**config.mk**
```make
export PLATFORM = sky130hd
export DESIGN_NAME = int_responder
export DESIGN_NICKNAME = d
export VERILOG_FILES = /design/src/rtl/int_responder.sv
export SDC_FILE = /design/constraint.sdc
export NUM_CORES = 1
export LEC_CHECK = 0
export BUFFER_PORTS_ARGS = -buffer_cell sky130_fd_sc_hd__buf_2
export CORE_ASPECT_RATIO = 1.4
export CORE_MARGIN = 3
export CORE_UTILIZATION = 40
export DETAILED_ROUTE_END_ITERATION = 6
export GPL_ROUTABILITY_DRIVEN = 0
export PLACE_DENSITY = 0.62
export REMOVE_ABC_BUFFERS = 1
export SLEW_MARGIN = 25
export SYNTH_ARGS = -nofsm -noshare
export SYNTH_HDL_FRONTEND = slang
export SYNTH_SLANG_ARGS = --single-unit
```
**constraint.sdc**
```tcl
create_clock -name clk -period 3.4 [get_ports clk]
set_input_delay 0.17 -clock clk [delete_from_list [all_inputs] [get_ports clk]]
set_output_delay 0.17 -clock clk [all_outputs]
set_load 0.05 [all_outputs]
```
**src/rtl/int_responder.sv**
```systemverilog
// int_responder: external interrupt source. Raises requests on a cycle schedule
// and treats a store to the acknowledge address as the acknowledge that clears each one.
module int_responder #(
  parameter logic [31:0] INT_ADDR    = 32'h0000_7F20,
  parameter logic [31:0] FIRST_DELAY = 32'd8,
  parameter logic [31:0] PERIOD      = 32'd16,
  parameter logic [7:0]  MAX_INT     = 8'd4
) (
  input  logic        clk,
  input  logic        reset,
  input  logic        en,
  input  logic [31:0] int_addr,
  input  logic [3:0]  int_byteen,
  output logic        interrupt,
  output logic [7:0]  int_cnt,
  output logic        done
);

  // state | meaning
  // IDLE  | waiting for en to start the schedule
  // WAIT  | counting down to the next request (frozen while en=0)
  // REQ   | request raised, waiting for an acknowledge store
  // DONE  | MAX_INT requests acknowledged, terminal until reset
  typedef enum logic [1:0] {IDLE, WAIT, REQ, DONE} state_t;

  state_t      state_q, state_d;
  logic [31:0] cnt_q, cnt_d;
  logic        interrupt_q, interrupt_d;
  logic [7:0]  int_cnt_q, int_cnt_d;
  logic        done_q, done_d;

  logic ack;
  logic last_ack;
  logic unused_addr_bits;

  assign ack      = (int_addr[31:2] == INT_ADDR[31:2]) && (|int_byteen);
  assign last_ack = (MAX_INT != 8'd0) && (({1'b0, int_cnt_q} + 9'd1) == {1'b0, MAX_INT});
  assign unused_addr_bits = ^int_addr[1:0];

  always_comb begin
    state_d     = state_q;
    cnt_d       = cnt_q;
    interrupt_d = interrupt_q;
    int_cnt_d   = int_cnt_q;
    done_d      = done_q;
    case (state_q)
      IDLE: begin
        if (en) begin
          if (FIRST_DELAY == 32'd0) begin
            state_d     = REQ;
            interrupt_d = 1'b1;
          end else begin
            state_d = WAIT;
            cnt_d   = FIRST_DELAY - 32'd1;
          end
        end
      end
      WAIT: begin
        if (en) begin
          if (cnt_q == 32'd0) begin
            state_d     = REQ;
            interrupt_d = 1'b1;
          end else begin
            cnt_d = cnt_q - 32'd1;
          end
        end
      end
      REQ: begin
        // With PERIOD=0 we stay here and the request re-raises on the following edge.
        interrupt_d = 1'b1;
        if (ack) begin
          interrupt_d = 1'b0;
          int_cnt_d   = (int_cnt_q == 8'hFF) ? 8'hFF : int_cnt_q + 8'd1;
          if (last_ack) begin
            state_d = DONE;
            done_d  = 1'b1;
          end else if (PERIOD != 32'd0) begin
            state_d = WAIT;
            cnt_d   = PERIOD - 32'd1;
          end
        end
      end
      DONE: begin
        interrupt_d = 1'b0;
        done_d      = 1'b1;
      end
      default: state_d = IDLE;
    endcase
  end

  always_ff @(posedge clk or negedge reset) begin
    if (!reset) begin
      state_q     <= IDLE;
      cnt_q       <= 32'd0;
      interrupt_q <= 1'b0;
      int_cnt_q   <= 8'd0;
      done_q      <= 1'b0;
    end else begin
      state_q     <= state_d;
      cnt_q       <= cnt_d;
      interrupt_q <= interrupt_d;
      int_cnt_q   <= int_cnt_d;
      done_q      <= done_d;
    end
  end

  assign interrupt = interrupt_q;
  assign int_cnt   = int_cnt_q;
  assign done      = done_q;

endmodule

```
* Word level (Yosys, flattened, before mapping)
Index checks and enable logic that the tools add are counted.
Operators by class: multipliers 0, div/mod/pow operators 0, order comparisons 0, shift operators 0, mux-type cells 20, reductions and logical operators 12, eq/ne operators 13, bitwise gates (word level) 0, add/subtract/negate cells 3
Operators with widths (number):
- 32-bit 2-to-1 mux | 5
- 32-bit case mux with 3 select lines | 1
- 32-bit logical NOT | 1
- 32-bit by 1-bit subtractor with 32-bit output (second input constant) | 1
- 30-bit by 13-bit == test with 1-bit output (second input constant) | 1
- 2-bit != test (second input constant) | 7
- 2-bit 2-to-1 mux | 5
- 8-bit by 1-bit adder with 9-bit output (second input constant) | 1
- 9-bit by 3-bit == test with 1-bit output (second input constant) | 1
- 8-bit by 1-bit adder with 8-bit output (second input constant) | 1
- 8-bit == test (second input constant) | 1
- 8-bit 2-to-1 mux | 1
- 2-bit case mux with 3 select lines | 1
- 3-bit AND reduction | 2
- 6-bit AND reduction | 1
- 3-bit nonzero test | 2
- 1-bit 2-to-1 mux | 5
- 5-bit AND reduction | 1
- 2-bit == test (second input constant) | 2
- 4-bit OR reduction | 1
- 1-bit case mux with 3 select lines | 1
- 2-bit by 1-bit == test with 1-bit output (second input constant) | 1
- 2-bit logical NOT | 1
- 1-bit case mux with 2 select lines | 1
- 3 further kinds | 3
Word-level totals: bits in latches 0, output and inout port bits 10, RAM bits 0, word-level logic and storage cells 53, memory bits (read-only) 0, bits of input ports 39, memories 0, flip-flop bits (word level) 44

* Depth between registers and ports, before layout
Gate-level depths: netlist (run 1).
depth after elaboration 5, depth in mapped cells 10, mapped depth without buffers 8

* Worst setup path after synthesis (run 1)
No wires, ideal clock.
path type reg2reg, start reg cnt_q[20], end reg cnt_q[29], setup time 0.129 ns, arrival time 2.552 ns, path buffers 3, period minus slack after synthesis 2.681 ns, setup slack 0.719 ns, stages on the path, launching flop included 9, cell sequence dfrtp_1 or4_1 or4_1 buf_2 or4_4 buf_6 nand3_4 buf_6 o21ai_2
Between the ends: longest elaborated chain between the ends 4, elaborated cells between the ends (all ways) 7, those cells by class add/sub: 1; eq/ne: 1; mux: 3; reduce/logical: 2
RTL lines:
- start, declared | line 27 | logic [31:0] cnt_q, cnt_d;
- start signal, assigned | line 100 | cnt_q <= cnt_d;
- 32-bit by 1-bit subtractor with 32-bit output | line 64 | cnt_d = cnt_q - 32'd1;
- 32-bit 2-to-1 mux | line 60 | if (cnt_q == 32'd0) begin
- 32-bit 2-to-1 mux | line 59 | if (en) begin
- 32-bit case mux with 3 select lines | line 46 | case (state_q)
Parallel ways exist; a longest one is shown, timed or not. The select of a mux whose other input is x is not followed. A chain may end at the register's enable or synchronous reset.

* Worst setup path after layout (run 1)
start reg cnt_q[20], end reg cnt_q[19]
Between the ends: longest elaborated chain between the ends 3
RTL lines (line):
- 32-bit logical NOT | 60
- 2-bit != test (no line)
- 6-bit AND reduction (no line)
No other way between the ends.

==> metrics.md, run 1 <==
| Metric | Value |
|---|---|
| Post-CTS sizing | `0` |
| Sink Count | `44` |
| Largest net degree at the start of global routing | `45` |
| Sw frac | `roughly 23%` |
| Flop pwr share | `a little over half` |
| Hpwl dp | `around 4600 µm` |
| Worst R2R Start | `cnt_q[20]` |
| Hold EP | `interrupt` |
| Clock Latency Late Sink | `around 300 ps` |
| Slew headroom | `between 40% and 50%` |
| Setup ws final | `between 300 and 400 ps` |
| Via count | `2590` |
| Post-CTS Setup Bufs | `0` |
| Placed Cells | `around 440` |
| First-pass GRT wire length | `approximately 11000 µm` |
| Top-Level Pins | `49` |
| Hold path depth | `3` |
| Ratio of cells with drive above 1 in the final layout | `23.1%` |
| Synth async-reset ratio | `between 90% and 100%` |
| Synth Register Bits | `44` |
| Tmin final | `3030 ps` |
| Final layout net count | `around 400` |
| Critical Path Fanout Max | `27` |
| Main flop type after synthesis | `dfrtp_1` |
| Cell Int Power | `roughly 0.77 mW` |
| Sequential area share after synthesis | `about 40%` |
| CTS tree | `yes` |
| Total Power | `a little under 1 mW` |
| H-tree Lvls | `2` |
| R2R setup slack | `between 300 and 400 ps` |
| Pre-CTS setup slack | `388 ps` |
| CTS clock-pin slew for the worst setup and hold paths | `90 ps` |
| Antenna Violating Nets Remaining | `0` |
| Leakage | `1.47 nW` |
| Worst-case vdd ir drop | `about 190 µV` |
| Distinct cell type count of the synthesized netlist | `between 40 and 50` |
| WP data required | `between 3000 and 4000 ps` |
| Hold Path Origin | `en` |
| Logic pwr share | `6.2%` |
| MaxCap Viol Count | `0` |
| Initial antenna violation count | `0` |
| IO buf count | `46` |
| Clock Path Buffers | `2` |
| RSZ-0062 raised after global routing | `no` |
| Drt via density | `roughly 5.8` |
| Final period util | `89.2%` |
| Antenna diodes | `0` |
| Remaining Overflow, GRT | `0` |
| Drt initial violations | `about 200` |
| Root buf cell | `clkbuf_8` |
| Vias in the first global route | `between 2000 and 3000` |
| DRC errors left | `0` |
| Max Clk Rate | `around 0.33 GHz` |
| Fin Setup TNS | `0 ps` |
| Fillers | `656` |
| Area grow syn2layout | `15.4%` |
| Total core area | `6610 µm²` |
| WP data arrival | `about 3200 ps` |
| DIE AREA | `between 7000 and 8000 µm²` |
| Post-Layout Cell Count | `447` |
| Slew Limit Fails | `0` |
| Pwr/cell area | `between 300 and 400 nW/µm²` |
| Clock group share of total power | `just over 40%` |
| Mapped cell area | `~2700 µm²` |
| Setup CP Type | `reg -> reg` |
| Status | `completed` |
| Hold Slack | `211 ps` |
| Number of flops mapped to enable cells by yosys | `0` |
| CTS Buf Count | `5` |
| Hold Violations, Final | `0` |
| Switching power | `0.225 mW` |
| DIE HEIGHT | `around 100 µm` |
| Initial Util | `around 41%` |
| Crit. End Element | `flop` |
| R2R depth | `5` |
| Num rows | `35` |
| GRT Total Usage | `~17%` |
| Multi-input gate area | `roughly 1500 µm²` |
| Cell count after synthesis | `roughly 310` |
| Final WL | `about 6500 µm` |
| Register area | `roughly 1100 µm²` |
| Type of the tightest min-delay check | `in -> reg` |
| Critical R2R Capture | `cnt_q[19]` |
| Worst-margin pin slew | `841 ps` |
| TritonRoute pass-1 iters | `4` |
| Setup violators final | `0` |
| Routed length per instance | `roughly 15 µm` |
| Die W | `76.0 µm` |
| Critical Path Source Type | `flop` |
| Ys Warns | `0` |
| Mean post-synth cell area | `about 9 µm²` |
| Worst Skew | `~8 ps` |
## cell usage after synthesis (2+ instances only)
cell type,count,share of area [%]
dfrtp_1,44,40
o21ai_0,29,5.3
nand2_1,22,3.0
a21oi_1,21,3.8
nor2_1,21,2.9
o31ai_1,19,5.2
nor3_1,17,3.1
o21ai_1,12,2.2
inv_1,11,1.5
nor4_1,11,2.5
o21ai_2,10,3.2
clkbuf_1,9,1.2
ha_1,9,4.1
o41ai_1,9,2.9
or3_1,6,1.4
or4_1,6,1.6
nand3_1,5,0.91
or2_2,5,1.1
a31oi_1,4,0.91
buf_6,4,1.6
mux2_2,4,1.6
nand4_1,4,0.91
mux2i_1,3,1.1
o21a_1,2,0.55
## metrics by stage
| step | utilization [%] | instance area (µm²) |
|---|---|---|
| 2_1_floorplan | - | 2660 |
| 3_3_place_gp | 46.0 | 3040 |
| 3_5_place_dp | 46.0 | 3040 |
| 4_1_cts | 47.6 | 3150 |
| 5_1_grt | 47.8 | 3160 |
| 6_report | 47.8 | 3160 |
## worst max-delay path, stage by stage, from the launching register on
cell     delay, ps
dfrtp_1        400
or4_1          610
or4_1          660
or4_4          720
nand3_4        370
o41ai_1        140
## per-layer routing
metal | global-route usage, % | part of all wire, %
met1 | 20.8 | 43
met2 | 30.4 | 51
met3 | 2.69 | 4.8
met4 | 4.92 | 1.2
met5 | 0 | 0
## timing repair
| action | 4_1_cts | 5_1_grt |
|---|---|---|
| endpoints found under the hold margin | 0 | 44 |
| endpoints found under the setup margin | 0 | 0 |
| hold buffers | 0 | 1 |
## worst max-delay path by stage
stage	start	end	slack, ps
2_1_floorplan	int_cnt[0]	cnt_q[0]	0.09
3_3_place_gp	cnt_q[20]	cnt_q[4]	390
3_5_place_dp	cnt_q[20]	cnt_q[19]	390
4_1_cts	cnt_q[20]	cnt_q[19]	360
5_1_grt	cnt_q[20]	cnt_q[21]	250
6_report	cnt_q[20]	cnt_q[19]	370
## placed cells by master (no fill, tap or decap), types with 4 or more instances in the layout
cell type  netlist  routed
o31ai_1         19      19
buf_4            0       6
nor3_1          17      17
o41ai_1          9       9
or3_1            6       6
nand4_1          4       4
o21ai_0         29      29
clkbuf_8         0       5
nand2_1         22      22
a31oi_1          4       4
ha_1             9       9
inv_1           11      11
mux2_2           4       4
o21ai_2         10      10
or2_2            5       5
o21ai_1         12      12
or4_1            6       6
dfrtp_1         44      44
nand3_1          5       5
nor2_1          21      21
a21oi_1         21      20
nor4_1          11      11
buf_2            1      45
## state kept, by name (all words and copies together) (netlist names)
| signal | flops |
|---|---|
| cnt_q | 32 |
| done | 1 |
| int_cnt | 8 |
| interrupt | 1 |
| state_q | 2 |
## power groups by stage
| stage | clock (mW) | combinational [mW] | sequential [mW] |
|---|---|---|---|
| after floorplan | 0 | 0.0226 | 0.535 |
| after global placement | 0 | 0.0607 | 0.536 |
| after detailed placement | 0 | 0.0611 | 0.536 |
| after CTS | 0.420 | 0.0615 | 0.525 |
| after global routing | 0.435 | 0.0705 | 0.526 |
| final | 0.407 | 0.0618 | 0.525 |
## cell families (layout without fill, tap and decap cells)
kind of cell / count (synthesis) / count (layout) / synth area share [%]
compound gates: 113 / 113 / 26.2
fa+ha+maj: 9 / 9 / 4.11
buf+inv: 25 / 71 / 4.57
flops: 44 / 44 / 40.2
mux: 7 / 7 / 2.74
simple gates: 111 / 111 / 22.2
## area by class of cell
cell class	count	area share, %
Timing Repair Buffer	52	8.86
Multi-Input combinational cell	240	48.0
Tap cell	92	3.64
Inverter	11	1.31
Sequential cell	44	34.8
Clock inverter	2	1.11
Clock buffer	6	2.29
Note: power is estimated with default switching activity, not from simulation.
==> run 2, diff against run 1 <==
- CTS_BUF_LIST: not set -> sky130_fd_sc_hd__clkbuf_8
- clock period: 3.4 -> 3.7 ns (I/O delays scaled with it)
==> run 2 against run 1 <==
  * Global-route usage up 0.53 points
  * Highest routed layer unchanged
  * First-iteration DRC count is 17% higher
  * Non-clock buffer count did not move
  * Largest power group unchanged
  * Clock power is 23% lower
  * Fmax grew 0.34%
  * Core utilization decreased by 0.26 points
  * Largest cell class unchanged
  * Critical endpoint is now cnt_q[4]
==> metrics.md, run 2 (same netlist as run 1, synthesis figures left out) <==
| Metric | Value |
|---|---|
| DIE AREA | `roughly 7900 µm²` |
| Setup ws final | `676 ps` |
| Post-Route Utilization | `~48%` |
| IO buf count | `46` |
| Initial Util | `approximately two fifths` |
| Setup CP Type | `reg -> reg` |
| Hold_buf cts | `0` |
| Remaining Overflow, GRT | `0` |
| Die W | `about 76 µm` |
| Status | `completed` |
| Hold Slack | `between 200 and 250 ps` |
| Critical Path Fanout Max | `27` |
| WP data arrival | `about 3200 ps` |
| Slew Limit Fails | `0` |
| Critical Path Source Type | `flop` |
| Commonest non-fill, non-tap cells in the layout | `buf_2, dfrtp_1, o21ai_0` |
| Largest net degree at the start of global routing | `45` |
| Area grow syn2layout | `14.8%` |
| First-pass GRT wire length | `11500 µm` |
| Sink Count | `between 40 and 50` |
| Clock Path Buffers | `2` |
| Crit. End Element | `flop` |
| Post-CTS Setup Bufs | `0` |
| Drt via density | `around 5.7` |
| Ratio of cells with drive above 1 in the final layout | `between 20% and 30%` |
| Setup violators final | `0` |
| Largest reg by FF count | `cnt_q` |
| Worst-case vdd ir drop | `139 µV` |
| Hpwl dp | `about 4700 µm` |
| CTS clock-pin slew for the worst setup and hold paths | `90 ps` |
| Worst-margin pin slew | `between 800 and 900 ps` |
| H-tree Lvls | `2` |
| Drt initial violations | `238` |
| TritonRoute pass-1 iters | `4` |
| Tmin final | `slightly above 3000 ps` |
| Routed length per instance | `~15 µm` |
| Register area | `around 1100 µm²` |
| Antenna Violating Nets Remaining | `0` |
| Pre-CTS setup slack | `between 700 and 800 ps` |
| Total core area | `around 6600 µm²` |
| Hold Violations, Final | `0` |
| Final layout net count | `~400` |
| CTS Buf Count | `5` |
| Worst Skew | `6.08 ps` |
| Type of the tightest min-delay check | `in -> reg` |
| Clock Latency Late Sink | `around 300 ps` |
| GRT Total Usage | `around 17%` |
| Commonest non-fill, non-tap cell in the layout | `buf_2` |
| Pwr/cell area | `~270 nW/µm²` |
| Multi-input gate area | `around 1500 µm²` |
| DIE HEIGHT | `104 µm` |
| Max reg flops | `32` |
| Post-CTS sizing | `0` |
| Leakage | `roughly 1.5 nW` |
| Root buf cell | `clkbuf_8` |
| Via count | `between 2000 and 3000` |
| Max Clk Rate | `between 0.3 and 0.4 GHz` |
| Num rows | `35` |
| MaxCap Viol Count | `0` |
| Initial antenna violation count | `0` |
| Placed instance area | `3040 µm²` |
| Slew headroom | `44.7%` |
| DRC errors left | `0` |
| Finished Cell Area | `approximately 3100 µm²` |
| Fillers | `653` |
| RSZ-0062 raised after global routing | `no` |
| Antenna diodes | `0` |
| Final WL | `6510 µm` |
| WP data required | `3870 ps` |
| CTS tree | `yes` |
| Fin Setup TNS | `0 ps` |
| Final period util | `approximately four fifths` |
| Vias in the first global route | `roughly 2500` |
| Top-Level Pins | `between 40 and 50` |
-- run 2: cell types whose count changed in the layout (fill, tap and decap cells not counted) --
cell	change
inv_1	+2
bufinv_16	-1
clkbuf_1	-1
clkbuf_8	+1
clkinv_2	-1
-- run 2: per-layer routing --
layer / routed length, µm / vias up / GRT usage [%]
li1: - / 1262 / -
met1: 2840 / 1218 / 21.2
met2: 3280 / 72 / 31.9
met3: 308 / 9 / 2.17
met4: 82 / 0 / 5.44
met5: 0 / - / 0
-- run 2: power by group --
part           internal (mW)  leakage, nW  switching, mW  total (mW)
clock network          0.147       0.0538          0.168       0.315
registers              0.481        0.595        0.00115       0.483
logic                 0.0247        0.823         0.0328      0.0575
-- run 2: path summary, 6_finish.rpt --
| kind | from | endpoint | slack (ps) | depth (start not counted) |
|---|---|---|---|---|
| max | cnt_q[20] | cnt_q[4] | 680 | 5 |
| min | en | interrupt | 230 | 3 |
| max reg2reg | cnt_q[20] | cnt_q[4] | 680 | 5 |
| min reg2reg | cnt_q[31] | cnt_q[31] | 480 | 1 |
| max in group asynchronous | reset | cnt_q[4] | 2870 | 2 |
| min in group asynchronous | reset | cnt_q[20] | 400 | 2 |
-- run 2: per-stage QoR --
| stage | std cells | power (mW) |
|---|---|---|
| finish | 447 | 0.855 |
| CTS | 446 | 0.869 |
| global route | 447 | 0.896 |
| global placement | 438 | 0.549 |
| floorplan | 295 | 0.513 |
| detailed placement | 438 | 0.550 |
-- run 2: cell type report --
| type | instances | share of cell area, % |
|---|---|---|
| Sequential cell | 44 | 35.0 |
| Clock inverter | 2 | 0.239 |
| Inverter | 11 | 1.31 |
| Multi-Input combinational cell | 240 | 48.2 |
| Tap cell | 92 | 3.66 |
| Timing Repair Buffer | 52 | 8.91 |
| Clock buffer | 6 | 2.63 |
-- run 2: critical path: stages, from the launching register on --
cell     delay, ps
dfrtp_1        400
or4_1          620
or4_1          640
or4_4          720
nand3_4        370
o21ai_1        130
